<file path="src/rtl/serial_add_ctrl_pkg.sv">
// Shared types and constants for the bit-serial adder controller.
// Holds the FSM state encoding, the default operand width and the counter sizing helper.
package serial_add_pkg;

    localparam int DEFAULT_WIDTH = 3;

    typedef enum logic [1:0] {
        IDLE  = 2'd0,
        SHIFT = 2'd1,
        DONE  = 2'd2
    } state_e;

    // Bit counter width: max(1, clog2(width)).
    function automatic int cnt_width(input int width);
        return ($clog2(width) < 1) ? 1 : $clog2(width);
    endfunction

endpackage

</file>
<file path="src/rtl/serial_add_ctrl_if.sv">
// Parallel-in/parallel-out handshake bundle for the serial adder controller.
// The master drives start and the operands; the slave returns busy/done and the result.
import serial_add_pkg::*;

interface serial_add_ctrl_if #(
    parameter int WIDTH = DEFAULT_WIDTH
);
    logic             start;
    logic [WIDTH-1:0] a;
    logic [WIDTH-1:0] b;
    logic             busy;
    logic             done;
    logic [WIDTH-1:0] sum;
    logic             cout;

    modport master (
        output start, a, b,
        input  busy, done, sum, cout
    );

    modport slave (
        input  start, a, b,
        output busy, done, sum, cout
    );
endinterface

</file>
<file path="src/rtl/serial_add_ctrl_full_adder.sv">
// Pure combinational one-bit full adder, shared by the serial controller
// and the combinational ripple adder.
module full_adder_bit (
    input  logic a,
    input  logic b,
    input  logic cin,
    output logic s,
    output logic cout
);
    assign s    = a ^ b ^ cin;
    assign cout = (a & b) | (cin & (a ^ b));
endmodule

</file>
<file path="src/rtl/serial_add_ctrl.sv">
// Bit-serial adder controller: captures operands on start, adds one bit per
// cycle LSB-first through a single full adder, and publishes sum/cout with a done pulse.
import serial_add_pkg::*;

module serial_add_ctrl #(
    parameter int WIDTH = DEFAULT_WIDTH
) (
    input  logic             clk,
    input  logic             rst_n,
    serial_add_ctrl_if.slave bus
);
    localparam int CW = cnt_width(WIDTH);

    state_e           state_q, state_d;
    logic [WIDTH-1:0] sh_a_q, sh_a_d;
    logic [WIDTH-1:0] sh_b_q, sh_b_d;
    logic [WIDTH-2:0] psum_q, psum_d;
    logic [WIDTH-1:0] sum_q, sum_d;
    logic [CW-1:0]    cnt_q, cnt_d;
    logic             carry_q, carry_d;
    logic             cout_q, cout_d;
    logic             busy_q, busy_d;
    logic             done_q, done_d;

    logic             fa_s;
    logic             fa_co;
    logic             last_bit;
    logic [WIDTH-1:0] psum_full;

    full_adder_bit u_fa (
        .a    (sh_a_q[0]),
        .b    (sh_b_q[0]),
        .cin  (carry_q),
        .s    (fa_s),
        .cout (fa_co)
    );

    assign last_bit  = (cnt_q == CW'(WIDTH - 1));
    // The newest sum bit enters at the MSB; after WIDTH shifts bit 0 sits at the LSB.
    assign psum_full = {fa_s, psum_q};

    always_comb begin
        state_d = state_q;
        sh_a_d  = sh_a_q;
        sh_b_d  = sh_b_q;
        psum_d  = psum_q;
        sum_d   = sum_q;
        cnt_d   = cnt_q;
        carry_d = carry_q;
        cout_d  = cout_q;
        done_d  = 1'b0;

        case (state_q)
            IDLE: begin
                if (bus.start) begin
                    sh_a_d  = bus.a;
                    sh_b_d  = bus.b;
                    psum_d  = '0;
                    carry_d = 1'b0;
                    cnt_d   = '0;
                    state_d = SHIFT;
                end
            end
            SHIFT: begin
                psum_d  = psum_full[WIDTH-1:1];
                sh_a_d  = sh_a_q >> 1;
                sh_b_d  = sh_b_q >> 1;
                carry_d = fa_co;
                if (last_bit) begin
                    // Counter holds on the final bit so it never wraps.
                    sum_d   = psum_full;
                    cout_d  = fa_co;
                    done_d  = 1'b1;
                    state_d = DONE;
                end else begin
                    cnt_d = cnt_q + CW'(1);
                end
            end
            DONE:    state_d = IDLE;
            default: state_d = IDLE;
        endcase

        busy_d = (state_d != IDLE);
    end

    always_ff @(posedge clk or negedge rst_n) begin
        if (!rst_n) begin
            state_q <= IDLE;
            sh_a_q  <= '0;
            sh_b_q  <= '0;
            psum_q  <= '0;
            sum_q   <= '0;
            cnt_q   <= '0;
            carry_q <= 1'b0;
            cout_q  <= 1'b0;
            busy_q  <= 1'b0;
            done_q  <= 1'b0;
        end else begin
            state_q <= state_d;
            sh_a_q  <= sh_a_d;
            sh_b_q  <= sh_b_d;
            psum_q  <= psum_d;
            sum_q   <= sum_d;
            cnt_q   <= cnt_d;
            carry_q <= carry_d;
            cout_q  <= cout_d;
            busy_q  <= busy_d;
            done_q  <= done_d;
        end
    end

    assign bus.busy = busy_q;
    assign bus.done = done_q;
    assign bus.sum  = sum_q;
    assign bus.cout = cout_q;

endmodule

</file>
<file path="src/flat_wrapper.sv">
// flat-port wrapper written by rule: the top's interface ports become plain ports
module serial_add_ctrl_flat 
#(
    parameter int WIDTH = DEFAULT_WIDTH
)
  (clk, rst_n, bus_start, bus_a, bus_b, bus_busy, bus_done, bus_sum, bus_cout);
  serial_add_ctrl_if #(.WIDTH(WIDTH)) bus_i ();
  input  logic clk;
  input  logic rst_n;
  input wire logic [$bits(bus_i.start)-1:0] bus_start;
  input wire logic [$bits(bus_i.a)-1:0] bus_a;
  input wire logic [$bits(bus_i.b)-1:0] bus_b;
  output wire logic [$bits(bus_i.busy)-1:0] bus_busy;
  output wire logic [$bits(bus_i.done)-1:0] bus_done;
  output wire logic [$bits(bus_i.sum)-1:0] bus_sum;
  output wire logic [$bits(bus_i.cout)-1:0] bus_cout;
  assign bus_i.start = bus_start;
  assign bus_i.a = bus_a;
  assign bus_i.b = bus_b;
  assign bus_busy = bus_i.busy;
  assign bus_done = bus_i.done;
  assign bus_sum = bus_i.sum;
  assign bus_cout = bus_i.cout;
  serial_add_ctrl #(.WIDTH(WIDTH)) u_core (.clk(clk), .rst_n(rst_n), .bus(bus_i));
endmodule
</file>
<file path="config.mk">
export PLATFORM = sky130hd
export DESIGN_NAME = serial_add_ctrl_flat
export DESIGN_NICKNAME = d
export VERILOG_FILES = /design/src/rtl/serial_add_ctrl_pkg.sv /design/src/rtl/serial_add_ctrl_if.sv /design/src/rtl/serial_add_ctrl_full_adder.sv /design/src/rtl/serial_add_ctrl.sv /design/src/flat_wrapper.sv
export SDC_FILE = /design/constraint.sdc
export NUM_CORES = 1
export LEC_CHECK = 0
export BUFFER_PORTS_ARGS = -buffer_cell sky130_fd_sc_hd__clkbuf_2
export CAP_MARGIN = 20
export CORE_MARGIN = 3
export CORE_UTILIZATION = 47
export DETAILED_ROUTE_END_ITERATION = 16
export PLACE_DENSITY_LB_ADDON = 0.1
export SETUP_SLACK_MARGIN = 0.4
export SLEW_MARGIN = 20
export SYNTH_ARGS = -nofsm -noshare
export SYNTH_HDL_FRONTEND = slang
export SYNTH_SLANG_ARGS = --single-unit
</file>
<file path="constraint.sdc">
create_clock -name clk -period 1.3 [get_ports clk]
set_clock_uncertainty 0.05 [all_clocks]
set_input_delay 0.13 -clock clk [delete_from_list [all_inputs] [get_ports clk]]
set_output_delay 0.13 -clock clk [all_outputs]
set_load 0.005 [all_outputs]
</file>
* After elaboration in Yosys (flattened, before gate mapping)
Index checks and enable logic that the tools add are counted.
Operators by class: equality and inequality tests 4, bitwise operators 5, multiplexer cells 15, reduce and logical (&&, ||, !) cells 6, add/subtract/negate cells 1
Operators by type and width (number):
- $pmux 2 s2 | 3
- $pmux 3 s2 | 2
- $mux 2 | 4
- $mux 3 | 2
- $ne 2x2->1 const B | 2
- $reduce_and 2->1 | 2
- $reduce_bool 2->1 | 2
- $mux 1 | 3
- $reduce_and 3->1 | 1
- $add 2x1->2 const B | 1
- $and 1x1->1 | 2
- $eq 2x1->1 const B | 1
- $eq 2x2->1 const B | 1
- $logic_not 2->1 | 1
- $pmux 1 s2 | 1
- $xor 1x1->1 | 2
- $or 1x1->1 | 1
Storage, ports and cells: register bits 19, logic and storage cells 41

* Longest topological paths before layout
depth after elaboration 4, mapped depth 5, gate-level depth less buffers 5

* Cells and area by module
From an unflattened synthesis, not the netlist that was laid out.
Second synthesis, totals: cell total of the unflattened synthesis 70, area, all modules 837.1 um^2
Modules (own cells, without submodules):
- serial_add_ctrl | instances 1, area an instance 817.0 um^2, cells each 69
- full_adder_bit | instances 1, area an instance 20.0 um^2, cells each 1

* Worst setup path before layout
No wires, ideal clock.
path kind flip-flop to flip-flop, start reg u_core.sh_a_q[0], end reg u_core.sum_q[2] (netlist: u_core.bus.sum[2]), path buffers 0, data arrival time 1.139 ns, setup slack -0.014 ns, required time 1.125 ns, setup time 0.125 ns, period minus slack after synthesis 1.314 ns, stages on the path, launching flop included 3, cell sequence dfrtp_1 fa_1 mux2_4
On the way: cells in the longest elaborated chain, start to end 2
Ends and longest elaborated chain:
- start, declared | RTL line serial_add_ctrl.sv:15 | logic [WIDTH-1:0] sh_a_q, sh_a_d;
- start signal, assigned | RTL line serial_add_ctrl.sv:89 | sh_a_q <= '0;
- start signal, assigned | RTL line serial_add_ctrl.sv:100 | sh_a_q <= sh_a_d;
- $xor 1x1->1 (2 in series) | RTL line serial_add_ctrl_full_adder.sv:10 | assign s = a ^ b ^ cin;
- net u_core.fa_s | RTL line serial_add_ctrl.sv:25 | logic fa_s;
- end signal, assigned | RTL line serial_add_ctrl.sv:103 | sum_q <= sum_d;
- end, declared | RTL line serial_add_ctrl.sv:18 | logic [WIDTH-1:0] sum_q, sum_d;
The timed path passes the listed nets, and every way through them passes these cells. A chain may end at the register's enable or synchronous reset.

* Worst setup path in the final report
start reg u_core.carry_q, end reg u_core.sum_q[2] (netlist: u_core.bus.sum[2])
On the way: cells in the longest elaborated chain, start to end 1
Ends and longest elaborated chain:
- start, declared | RTL line serial_add_ctrl.sv:20 | logic carry_q, carry_d;
- start signal, assigned | RTL line serial_add_ctrl.sv:105 | carry_q <= carry_d;
- $xor 1x1->1 | RTL line serial_add_ctrl_full_adder.sv:10
- net u_core.fa_s | RTL line serial_add_ctrl.sv:25
The timed path passes the listed nets, and every way through them passes these cells.

==> key figures <==
Cells and area
  • Area Growth Syn to Fin: 39.8%
  • Filler cell count: 114
  • Multi-input gate area: 403 um2
  • Register cell area after layout: 477 um2
  • Share of cells above drive strength 1: 61.5%
  • Final core utilization: 72.5%
  • Ant. Diodes: 0
  • # nets final: 103
  • Non-filler instance count after layout: 107
  • Final instance area: 0.00113 mm2

Floorplanning
  • Chip height: 47.5 um
  • Ports: 15
  • Placeable core area: 0.00156 mm2
  • Die footprint: 0.00225 mm2
  • Initial cell density of the core: 51.8%
  • Row cnt: 14
  • Chip Width: 47.5 um

Clocking
  • Clock latency at the later pin of the worst-skew pair: 0.29 ns
  • # clock sinks: 19
  • TritonCTS Buffers: 3
  • CTS tree: built
  • Clk buf depth: 2
  • H-tree levels: 1
  • Clk root buf: clkbuf_4
  • CTS clock-pin slew for the worst setup and hold paths: 0.11 ns

Job
  • Max_cap viols: 0

Pwr
  • Total power: 2.88 mW
  • PD cells: 2550 mW/mm2
  • Leakage: 0.554 nW
  • Worst vdd ir: 1360 uV

Placement
  • DP HPWL: 1070 um
  • # port buffers: 14
  • DP Worst Slack: 0.000962 ns
  • GP Congestion: 0.715
  • Cell Area, Placed: 961 um2
  • Post-placement cell count: 95

Worst setup path
  • Endpoint kind of the worst setup timing path: register
  • CP startpoint kind: register
  • Data required, critical path: 1.44 ns
  • Worst EP arrival: 1.46 ns
  • Critical Path Start: u_core.carry_q
  • Critical path fanouts, max: 2
  • Critical path type: reg2reg
  • RR Startpoint: u_core.carry_q

Detailed routing
  • Detailed Route Iter0 Violations: 7
  • Vias per cell: 5.52
  • Via count: 591
  • Pre-antenna DRT Iters: 3
  • Post-Route WL: 1640 um
  • DRC Markers: 0
  • WL/cell: 15.3 um
  • Post-route ant nets: 0

GRT
  • Pin count of the biggest net entering global routing: 20
  • Vias in the first global route: 591
  • First-pass GRT wire length: 2500 um
  • All-layer global routing usage: 15.9%
  • GRT overflow: 0
  • Initial antenna violation count: 0

Yosys
  • Synthesized flop and latch total: 19
  • Syn Std Cell Area: 808 um2
  • Synth Warn #: 0
  • Mapped Cells: 61
  • Seq/Total Area, Yosys: 58.8%
  • Syn Nets: 72
  • Synth cell types: 21
  • Synth Area per Inst: 13.3 um2

Timing
  • Fmax: 756 MHz
  • Worst-Margin Slew: 0.463 ns
  • Unrepaired setup endpoints after global routing: true
  • Worst hold slack: 0.00222 ns
  • Setup_tns: -0.0224 ns
  • Final setup vio count: 1
  • Worst slew margin: 69.1%
  • Slew Limit Fails: 0
  • Final WS setup: -0.0224 ns
  • Final hold vios: 0
  • Min Tclk post-route: 1.32 ns
  • Crit share post-route: 102%

Run status
  • Failing checks: negative setup slack
  • Status: complete, but fails checks

Min path
  • HP Start: bus_b[2]
  • HP Class: in2reg
[cells in the mapped netlist (all sizes together)]
| cell type | n | area (um2) |
|---|---|---|
| mux2 | 4 | 60.1 |
| nor2b | 1 | 13.8 |
| ha | 1 | 12.5 |
| nand3 | 1 | 5.00 |
| nand2 | 2 | 15.0 |
| o22ai | 7 | 50.1 |
| nand2b | 2 | 12.5 |
| dfrtp | 19 | 475 |
| o21bai | 1 | 7.51 |
| nor3 | 1 | 5.00 |
| fa | 1 | 20.0 |
| inv | 6 | 22.5 |
| a22o | 5 | 43.8 |
| a2bb2oi | 2 | 17.5 |
| nor2 | 1 | 3.75 |
| a21oi | 4 | 20.0 |
| o311ai | 1 | 8.76 |
| or2b | 2 | 15.0 |
[worst paths after layout]
path | end | slack [ns] | depth (start not counted)
hold reg to reg | u_core.psum_q[0] | 0.47 | 1
setup reg to reg | u_core.bus.sum[2] | -0.02 | 2
setup / recovery | u_core.bus.sum[2] | -0.02 | 2
max in group asynchronous | u_core.state_q[0] | 0.61 | 2
min in group asynchronous | u_core.bus.sum[1] | 0.26 | 2
hold / removal | u_core.sh_b_q[2] | 0.002 | 2
[critical path, stage by stage, from the launching register on]
cell	delay (ns)
dfrtp_1	0.42
fa_2	0.47
mux2_4	0.27
[registers in the layout, indices dropped and copies added (netlist names)]
name,count
u_core.bus.busy,1
u_core.bus.cout,1
u_core.bus.done,1
u_core.bus.sum,3
u_core.carry_q,1
u_core.cnt_q,2
u_core.psum_q,2
u_core.sh_a_q,3
u_core.sh_b_q,3
u_core.state_q,2
[cell type report]
class                      instances  area share (%)
clock buffer                       3            1.99
clock inverter                     1           0.443
inverter                           6            2.21
multi-input combinational         36            35.7
sequential                        19            42.2
tap                               16            1.77
timing repair buffer              26            15.7
[cells by family after synthesis]
group / after synthesis / synth area share (%)
compound gates: 20 / 18.3
fa+ha+maj: 2 / 4.02
buf+inv: 6 / 2.79
flops: 19 / 58.8
mux: 4 / 7.43
simple gates: 10 / 8.67
[cells in the final DEF (no fill, tap or decap), types with 2 or more instances in the layout]
cell,n
inv_2,3
inv_1,2
mux2_4,4
clkbuf_4,3
a21oi_2,3
buf_2,4
o22ai_1,3
or2b_1,2
buf_6,4
a22o_1,5
clkbuf_2,10
buf_4,7
dfrtp_1,18
o22ai_2,4
a2bb2oi_2,2
[routing by layer]
layer	up-vias	global-route usage [%]	wire, um
met2	10	24.3	835
met1	295	23.3	744
met3	2	3.01	45
li1	284	-	-
met4	0	3.87	9
met5	-	0	0
[power by group]
part | internal [mW] | total [mW] | leakage (nW) | switching (mW)
clock network | 0.114 | 0.291 | 0.0177 | 0.176
logic | 0.893 | 1.55 | 0.302 | 0.660
registers | 0.858 | 1.04 | 0.235 | 0.179
[repair_timing]
item / 4_1_cts / 5_1_grt
setup endpoints to repair: 25 / 25
pin swaps: 4 / 2
setup buffers: 5 / 2
gates resized for setup: 7 / 14
hold buffers: 1 / 0
hold endpoints to repair: 19 / 0
(Power assumes the default switching activity.)
